File: src/rtl/background_writer_if.sv
// background_writer_if: stream pixel input and store-RAM write bus of the background writer.
interface background_writer_if #(
    parameter int PIX_W  = 12,
    parameter int ADDR_W = 11
);
    logic              in_valid;
    logic [PIX_W-1:0]  in_pixel;
    logic              in_ready;
    logic              mem_busy;
    logic              mem_we;
    logic [ADDR_W-1:0] mem_addr;
    logic [PIX_W-1:0]  mem_data;
    modport master (
        input  in_valid, in_pixel, mem_busy,
        output in_ready, mem_we, mem_addr, mem_data
    );
    modport slave (
        output in_valid, in_pixel, mem_busy,
        input  in_ready, mem_we, mem_addr, mem_data
    );
endinterface

File: src/rtl/background_writer.sv
// background_writer: fills the background pixel store in raster order from a pixel stream or a constant colour.
module background_writer #(
    parameter int COLS   = 64,
    parameter int ROWS   = 32,
    parameter int PIX_W  = 12,
    parameter int ADDR_W = 11
) (
    input  logic                clock,
    input  logic                reset_n,
    input  logic                start,
    input  logic                mode,
    input  logic [PIX_W-1:0]    fill_color,
    input  logic                abort,
    background_writer_if.master bus,
    output logic                busy,
    output logic                done,
    output logic [ADDR_W:0]     cells_written
);
    localparam int CW = $clog2(COLS);
    localparam int RW = $clog2(ROWS);
    localparam logic [1:0] IDLE = 2'd0, STREAM = 2'd1, FILL = 2'd2, DONE = 2'd3;
    logic [1:0]       state;
    logic [CW-1:0]    col;
    logic [RW-1:0]    row;
    logic             mode_q;
    logic [PIX_W-1:0] fill_q;
    logic             beat;
    logic             last;
    assign bus.in_ready = (state == STREAM) && !bus.mem_busy && !abort;
    assign beat = (bus.in_ready && bus.in_valid) || ((state == FILL) && !bus.mem_busy && !abort);
    // grid dimensions are powers of two, so all-ones marks the final column/row
    assign last = (&col) && (&row);
    assign busy = state != IDLE;
    always_ff @(posedge clock) begin
        if (!reset_n) begin
            state         <= IDLE;
            col           <= '0;
            row           <= '0;
            mode_q        <= 1'b0;
            fill_q        <= '0;
            bus.mem_we    <= 1'b0;
            bus.mem_addr  <= '0;
            bus.mem_data  <= '0;
            done          <= 1'b0;
            cells_written <= '0;
        end else begin
            bus.mem_we <= beat;
            done       <= beat && last;
            if (beat) begin
                bus.mem_addr  <= ADDR_W'({row, col});
                bus.mem_data  <= mode_q ? fill_q : bus.in_pixel;
                cells_written <= cells_written + (ADDR_W+1)'(1);
                col           <= col + CW'(1);
                if (&col) row <= row + RW'(1);
            end
            if (state == IDLE && start && !abort) begin
                mode_q        <= mode;
                fill_q        <= fill_color;
                col           <= '0;
                row           <= '0;
                cells_written <= '0;
                state         <= mode ? FILL : STREAM;
            end else if (state == DONE || (state != IDLE && abort)) begin
                state <= IDLE;
            end else if (beat && last) begin
                state <= DONE;
            end
        end
    end
endmodule

File: src/flat_wrapper.sv
// flat-port wrapper written by rule: the top's interface ports become plain ports
module background_writer_flat 
#(
    parameter int COLS   = 64,
    parameter int ROWS   = 32,
    parameter int PIX_W  = 12,
    parameter int ADDR_W = 11
)
  (clock, reset_n, start, mode, fill_color, abort, busy, done, cells_written, bus_in_valid, bus_in_pixel, bus_mem_busy, bus_in_ready, bus_mem_we, bus_mem_addr, bus_mem_data);
  background_writer_if #(.PIX_W(PIX_W), .ADDR_W(ADDR_W)) bus_i ();
  input  logic clock;
  input  logic reset_n;
  input  logic start;
  input  logic mode;
  input  logic [PIX_W-1:0] fill_color;
  input  logic abort;
  output logic busy;
  output logic done;
  output logic [ADDR_W:0] cells_written;
  input wire logic [$bits(bus_i.in_valid)-1:0] bus_in_valid;
  input wire logic [$bits(bus_i.in_pixel)-1:0] bus_in_pixel;
  input wire logic [$bits(bus_i.mem_busy)-1:0] bus_mem_busy;
  output wire logic [$bits(bus_i.in_ready)-1:0] bus_in_ready;
  output wire logic [$bits(bus_i.mem_we)-1:0] bus_mem_we;
  output wire logic [$bits(bus_i.mem_addr)-1:0] bus_mem_addr;
  output wire logic [$bits(bus_i.mem_data)-1:0] bus_mem_data;
  assign bus_i.in_valid = bus_in_valid;
  assign bus_i.in_pixel = bus_in_pixel;
  assign bus_i.mem_busy = bus_mem_busy;
  assign bus_in_ready = bus_i.in_ready;
  assign bus_mem_we = bus_i.mem_we;
  assign bus_mem_addr = bus_i.mem_addr;
  assign bus_mem_data = bus_i.mem_data;
  background_writer #(.COLS(COLS), .ROWS(ROWS), .PIX_W(PIX_W), .ADDR_W(ADDR_W)) u_core (.clock(clock), .reset_n(reset_n), .start(start), .mode(mode), .fill_color(fill_color), .abort(abort), .bus(bus_i), .busy(busy), .done(done), .cells_written(cells_written));
endmodule
File: config.mk
export PLATFORM = sky130hd
export DESIGN_NAME = background_writer_flat
export DESIGN_NICKNAME = d
export VERILOG_FILES = /design/src/rtl/background_writer_if.sv /design/src/rtl/background_writer.sv /design/src/flat_wrapper.sv
export SDC_FILE = /design/constraint.sdc
export NUM_CORES = 1
export LEC_CHECK = 0
export ABC_AREA = 1
export CORE_UTILIZATION = 45
export CTS_CLUSTER_DIAMETER = 80
export DETAILED_ROUTE_END_ITERATION = 8
export HOLD_SLACK_MARGIN = 0.03
export MAX_ROUTING_LAYER = met4
export PLACE_DENSITY = 0.79
export SLEW_MARGIN = 20
export SYNTH_ARGS = -nofsm -noshare
export SYNTH_HDL_FRONTEND = slang
export SYNTH_SLANG_ARGS = --single-unit
File: constraint.sdc
create_clock -name clock -period 1.4 [get_ports clock]
set_input_delay 0.28 -clock clock [delete_from_list [all_inputs] [get_ports clock]]
set_output_delay 0.28 -clock clock [all_outputs]
set_load 0.05 [all_outputs]
==> Implementation_results.wiki <==
{| class="wikitable"
! Metric !! Value
|-
| IO Pins || 70
|-
| Worst-Margin Slew || 0.3007 ns
|-
| Combinational share of power || 0.237
|-
| Sum of routed wire length over all layers || 8088 microns
|-
| Final Critical Period || 1.469 ns
|-
| Maximum fanout along the worst path || 3
|-
| Placed wire-length estimate after detailed placement || 5331 microns
|-
| Sequential Power Share || 0.392
|-
| Synthesized netlist net count || 395
|-
| Min-delay worst type || reg -> reg
|-
| Worst R2R Setup Slack || -0.03 ns
|-
| Sequential element share of the synthesized area || 0.4611
|-
| Beginning of the worst register-to-register path || u_core.state[0]$_SDFFE_PN0P_
|-
| Path depth of the worst reg2reg path || 10
|-
| Clock buffers created by TritonCTS || 9
|-
| Overall die width || 79.96 microns
|-
| Initial drt markers || 189
|-
| Core area || 5886 sq um
|-
| Unrepaired setup endpoints after global routing || yes
|-
| Relative contribution of the clock network to total power || 0.370
|-
| Worst-skew pair later-pin latency || 0.35 ns
|-
| Count of warnings emitted by yosys || 0
|-
| Post-route ant nets || 0
|-
| Final core utilization || 0.7672
|-
| Clock root buffer || sky130_fd_sc_hd__clkbuf_8
|-
| Via density || 5.257
|-
| Clock buffer depth || 2
|-
| Count of unresolved DRC violations after routing || 0
|-
| Die H || 79.96 microns
|-
| Ratio of cells with drive above 1 in the final layout || 0.2688
|-
| Standby leakage power || 1.791 nW
|-
| Top post-synthesis cells by area || sky130_fd_sc_hd__dfxtp_1, sky130_fd_sc_hd__nand2_1, sky130_fd_sc_hd__nor2_1
|-
| Endpoint of the lowest-slack register-to-register path || u_core.state[1]$_SDFFE_PN0P_
|-
| Final worst clock skew || 0.01203 ns
|-
| Antenna violations before repair || 0
|-
| Fraction of post-synthesis cell area in the top cell type by area || 0.4611
|-
| Ant. Diodes || 0
|-
| Max stage delay on crit path || 0.36 ns
|-
| Library cells used by synthesis || 27
|-
| Slowest stage cell, crit path || sky130_fd_sc_hd__dfxtp_2
|-
| CP Launch Type || flop
|-
| Post-synthesis sequential element count || 63
|-
| Total gr overflow || 0
|-
| Arrival time of data at the critical path endpoint || 1.19 ns
|-
| TritonCTS clock tree || yes
|-
| Post-synthesis cell type with the largest combined area || sky130_fd_sc_hd__dfxtp_1
|-
| Critical path data required time || 1.12 ns
|-
| Post-synth EDFFs || 0
|-
| Vias in the first global route || 2812
|-
| Switching power || 1.434 mW
|-
| Area of the die || 6394 sq um
|-
| Worst Hold Depth || 2
|-
| Violations in the final reports || negative setup slack
|-
| Worst supply voltage drop on vdd || 1008 uV
|-
| Share of the clock period used by the worst path || 1.049
|-
| Syn_area_per_cell || 7.598 sq um
|-
| Htree depth || 3
|-
| Initial standard-cell utilization of the core || 0.4647
|-
| Top cells by instance count after synthesis || sky130_fd_sc_hd__dfxtp_1, sky130_fd_sc_hd__nand2_1, sky130_fd_sc_hd__nor2_1
|-
| Cell internal pwr || 3.691 mW
|-
| Clock sink count || 63
|-
| Type of element capturing the critical path || primary output
|-
| Capture endpoint of the worst hold path || u_core.row[3]$_SDFFE_PP0P_
|-
| Switching portion of total power || 0.2799
|-
| Async set-reset flop share out of synthesis || 0
|-
| Path type of the worst setup path || reg -> out
|-
| Gate count after technology mapping || 360
|-
| Final non-filler cell area || 4516 sq um
|-
| Worst relative slew slack || 0.7993
|-
| Clock transition time at the flip-flop clock pins of the worst setup and hold paths || 0.07 ns
|-
| Fillers || 377
|-
| Final worst slack || -0.06891 ns
|-
| Drt pass-1 iters || 4
|-
| Critical-path cell list || inv_2 > buf_6 > nand2_4 > buf_4 > buf_12
|-
| Number of setup violations in the final report || 6
|-
| Wire length of the first global-routing pass || 12500 microns
|-
| Count of hold buffers inserted by post-cts repair || 0
|-
| Placement Rows || 28
|-
| IO buf count || 69
|-
| Final count of pins violating max slew || 0
|-
| Netlist area before placement || 2735 sq um
|-
| Startpoint of the most critical hold path || u_core.row[3]$_SDFFE_PP0P_
|-
| Total placed instance area || 4084 sq um
|-
| Primary FF master, synth || sky130_fd_sc_hd__dfxtp_1
|-
| GRT Util Overall || 0.2622
|-
| Final weighted congestion in routability-driven placement || 0.8397
|-
| Number of nets in the final layout || 496
|-
| TNS Setup || -0.2051 ns
|-
| Outcome || complete, but fails checks
|-
| Hold violation total from the final report || 0
|-
| Pin count of the biggest net entering global routing || 30
|-
| Power per Cell Area || 1135 nW/um^2
|-
| Relative area change from synthesis to final layout || 65.10%
|-
| Count of maximum capacitance violations || 0
|-
| Routed length per instance || 14.98 microns
|-
| Routed via count || 2839
|-
| Most repeated cell in the gate-level netlist after synthesis || sky130_fd_sc_hd__dfxtp_1
|-
| Launching element of the worst setup path || u_core.state[0]$_SDFFE_PN0P_
|-
| Upper clock frequency limit || 0.6808 GHz
|}
[logic make-up after synthesis]
kind of cell | Yosys count | share of synthesized area
AOI/OAI and AO/OA | 77 | 0.1418
xor gates and xnor gates | 6 | 0.01921
adders and majority gates | 4 | 0.01830
buffers and inverters | 44 | 0.07319
DFF | 63 | 0.4611
muxes | 12 | 0.04392
and+or+nand+nor | 154 | 0.2425
[layout by cell type (no fill, tap or decap), types with 9 or more instances in the layout]
cell type,netlist,routed
sky130_fd_sc_hd__dfxtp_1,63,58
sky130_fd_sc_hd__nand2_1,61,57
sky130_fd_sc_hd__nor2_1,58,57
sky130_fd_sc_hd__buf_12,0,42
sky130_fd_sc_hd__a21oi_1,36,32
sky130_fd_sc_hd__buf_4,1,29
sky130_fd_sc_hd__clkdlybuf4s50_1,0,28
sky130_fd_sc_hd__inv_1,25,23
sky130_fd_sc_hd__o21ai_0,40,22
sky130_fd_sc_hd__o21ai_1,0,15
sky130_fd_sc_hd__mux2i_1,12,12
sky130_fd_sc_hd__clkbuf_8,0,11
sky130_fd_sc_hd__nand4_1,10,10
sky130_fd_sc_hd__nand3_1,9,9
[worst max-delay path, delay by kind of cell, from the launching register on]
kind                   cells  cell delay, ns
buffers and inverters      4            0.42
DFF                        1            0.36
and+or+nand+nor            1            0.07
[registers in the layout (all words and copies together) (netlist names)]
register	flops
u_core.row	5
u_core.cells_written	12
u_core.col	6
u_core.bus.mem_data	12
u_core.fill_q	12
u_core.state	2
u_core.done	1
u_core.bus.mem_we	1
u_core.mode_q	1
u_core.bus.mem_addr	11
[layout make-up]
cell class,instances,area [sq um],share of cell area
multi-input combinational,253,1359,0.3009
tap,75,93.84,0.02078
inverter,28,107.6,0.02383
clock buffer,13,180.2,0.03990
timing repair buffer,106,1443,0.3195
sequential,63,1272,0.2818
clock inverter,2,60.06,0.01330
[power groups by stage]
stage / Combinational [mW] / Sequential (mW) / Clock [mW]
after detailed placement: 1.09 / 2.04 / 0
after global routing: 1.29 / 2.02 / 1.99
after global placement: 1.06 / 2.03 / 0
after CTS: 1.15 / 2.01 / 1.92
final: 1.22 / 2.01 / 1.90
after floorplan: 0.412 / 2.17 / 0
[metrics by stage]
stage               cells  total power [mW]  setup WS (ns)  hold WS, ns
floorplan             360             2.579       0.004942       0.4184
CTS                   536             5.084       -0.07958       0.4860
global placement      516             3.090        -0.2877       0.4630
global route          540             5.306        -0.1859       0.5075
finish                540             5.125       -0.06891       0.4824
detailed placement    516             3.128        -0.4217       0.4751
[metal layers]
layer	vias up	track usage	wire [microns]
li1	1386	-	-
met1	1348	0.2770	3183
met2	85	0.4701	4268
met3	20	0.06286	457
met4	0	0.1018	178
met5	-	-	0
[how the worst max path moves through the flow]
stage                                      endpoint  cells after the start
3_5_place_dp    u_core.bus.mem_addr[9]$_SDFFE_PN0P_                      7
3_3_place_gp             u_core.col[0]$_SDFFE_PP0P_                      7
6_report                                       busy                      5
2_1_floorplan  u_core.cells_written[8]$_SDFFE_PP0P_                      5
5_1_grt                u_core.state[0]$_SDFFE_PN0P_                      7
4_1_cts                                bus_in_ready                      4
[repair_timing]
action / CTS / global route
pin swaps: 1 / 8
gates cloned: 1 / 1
gates resized for setup: 13 / 36
buffers inserted: 4 / 3
endpoints found under the setup margin: 31 / 50
No activity file was read; power rests on OpenSTA's default activity.
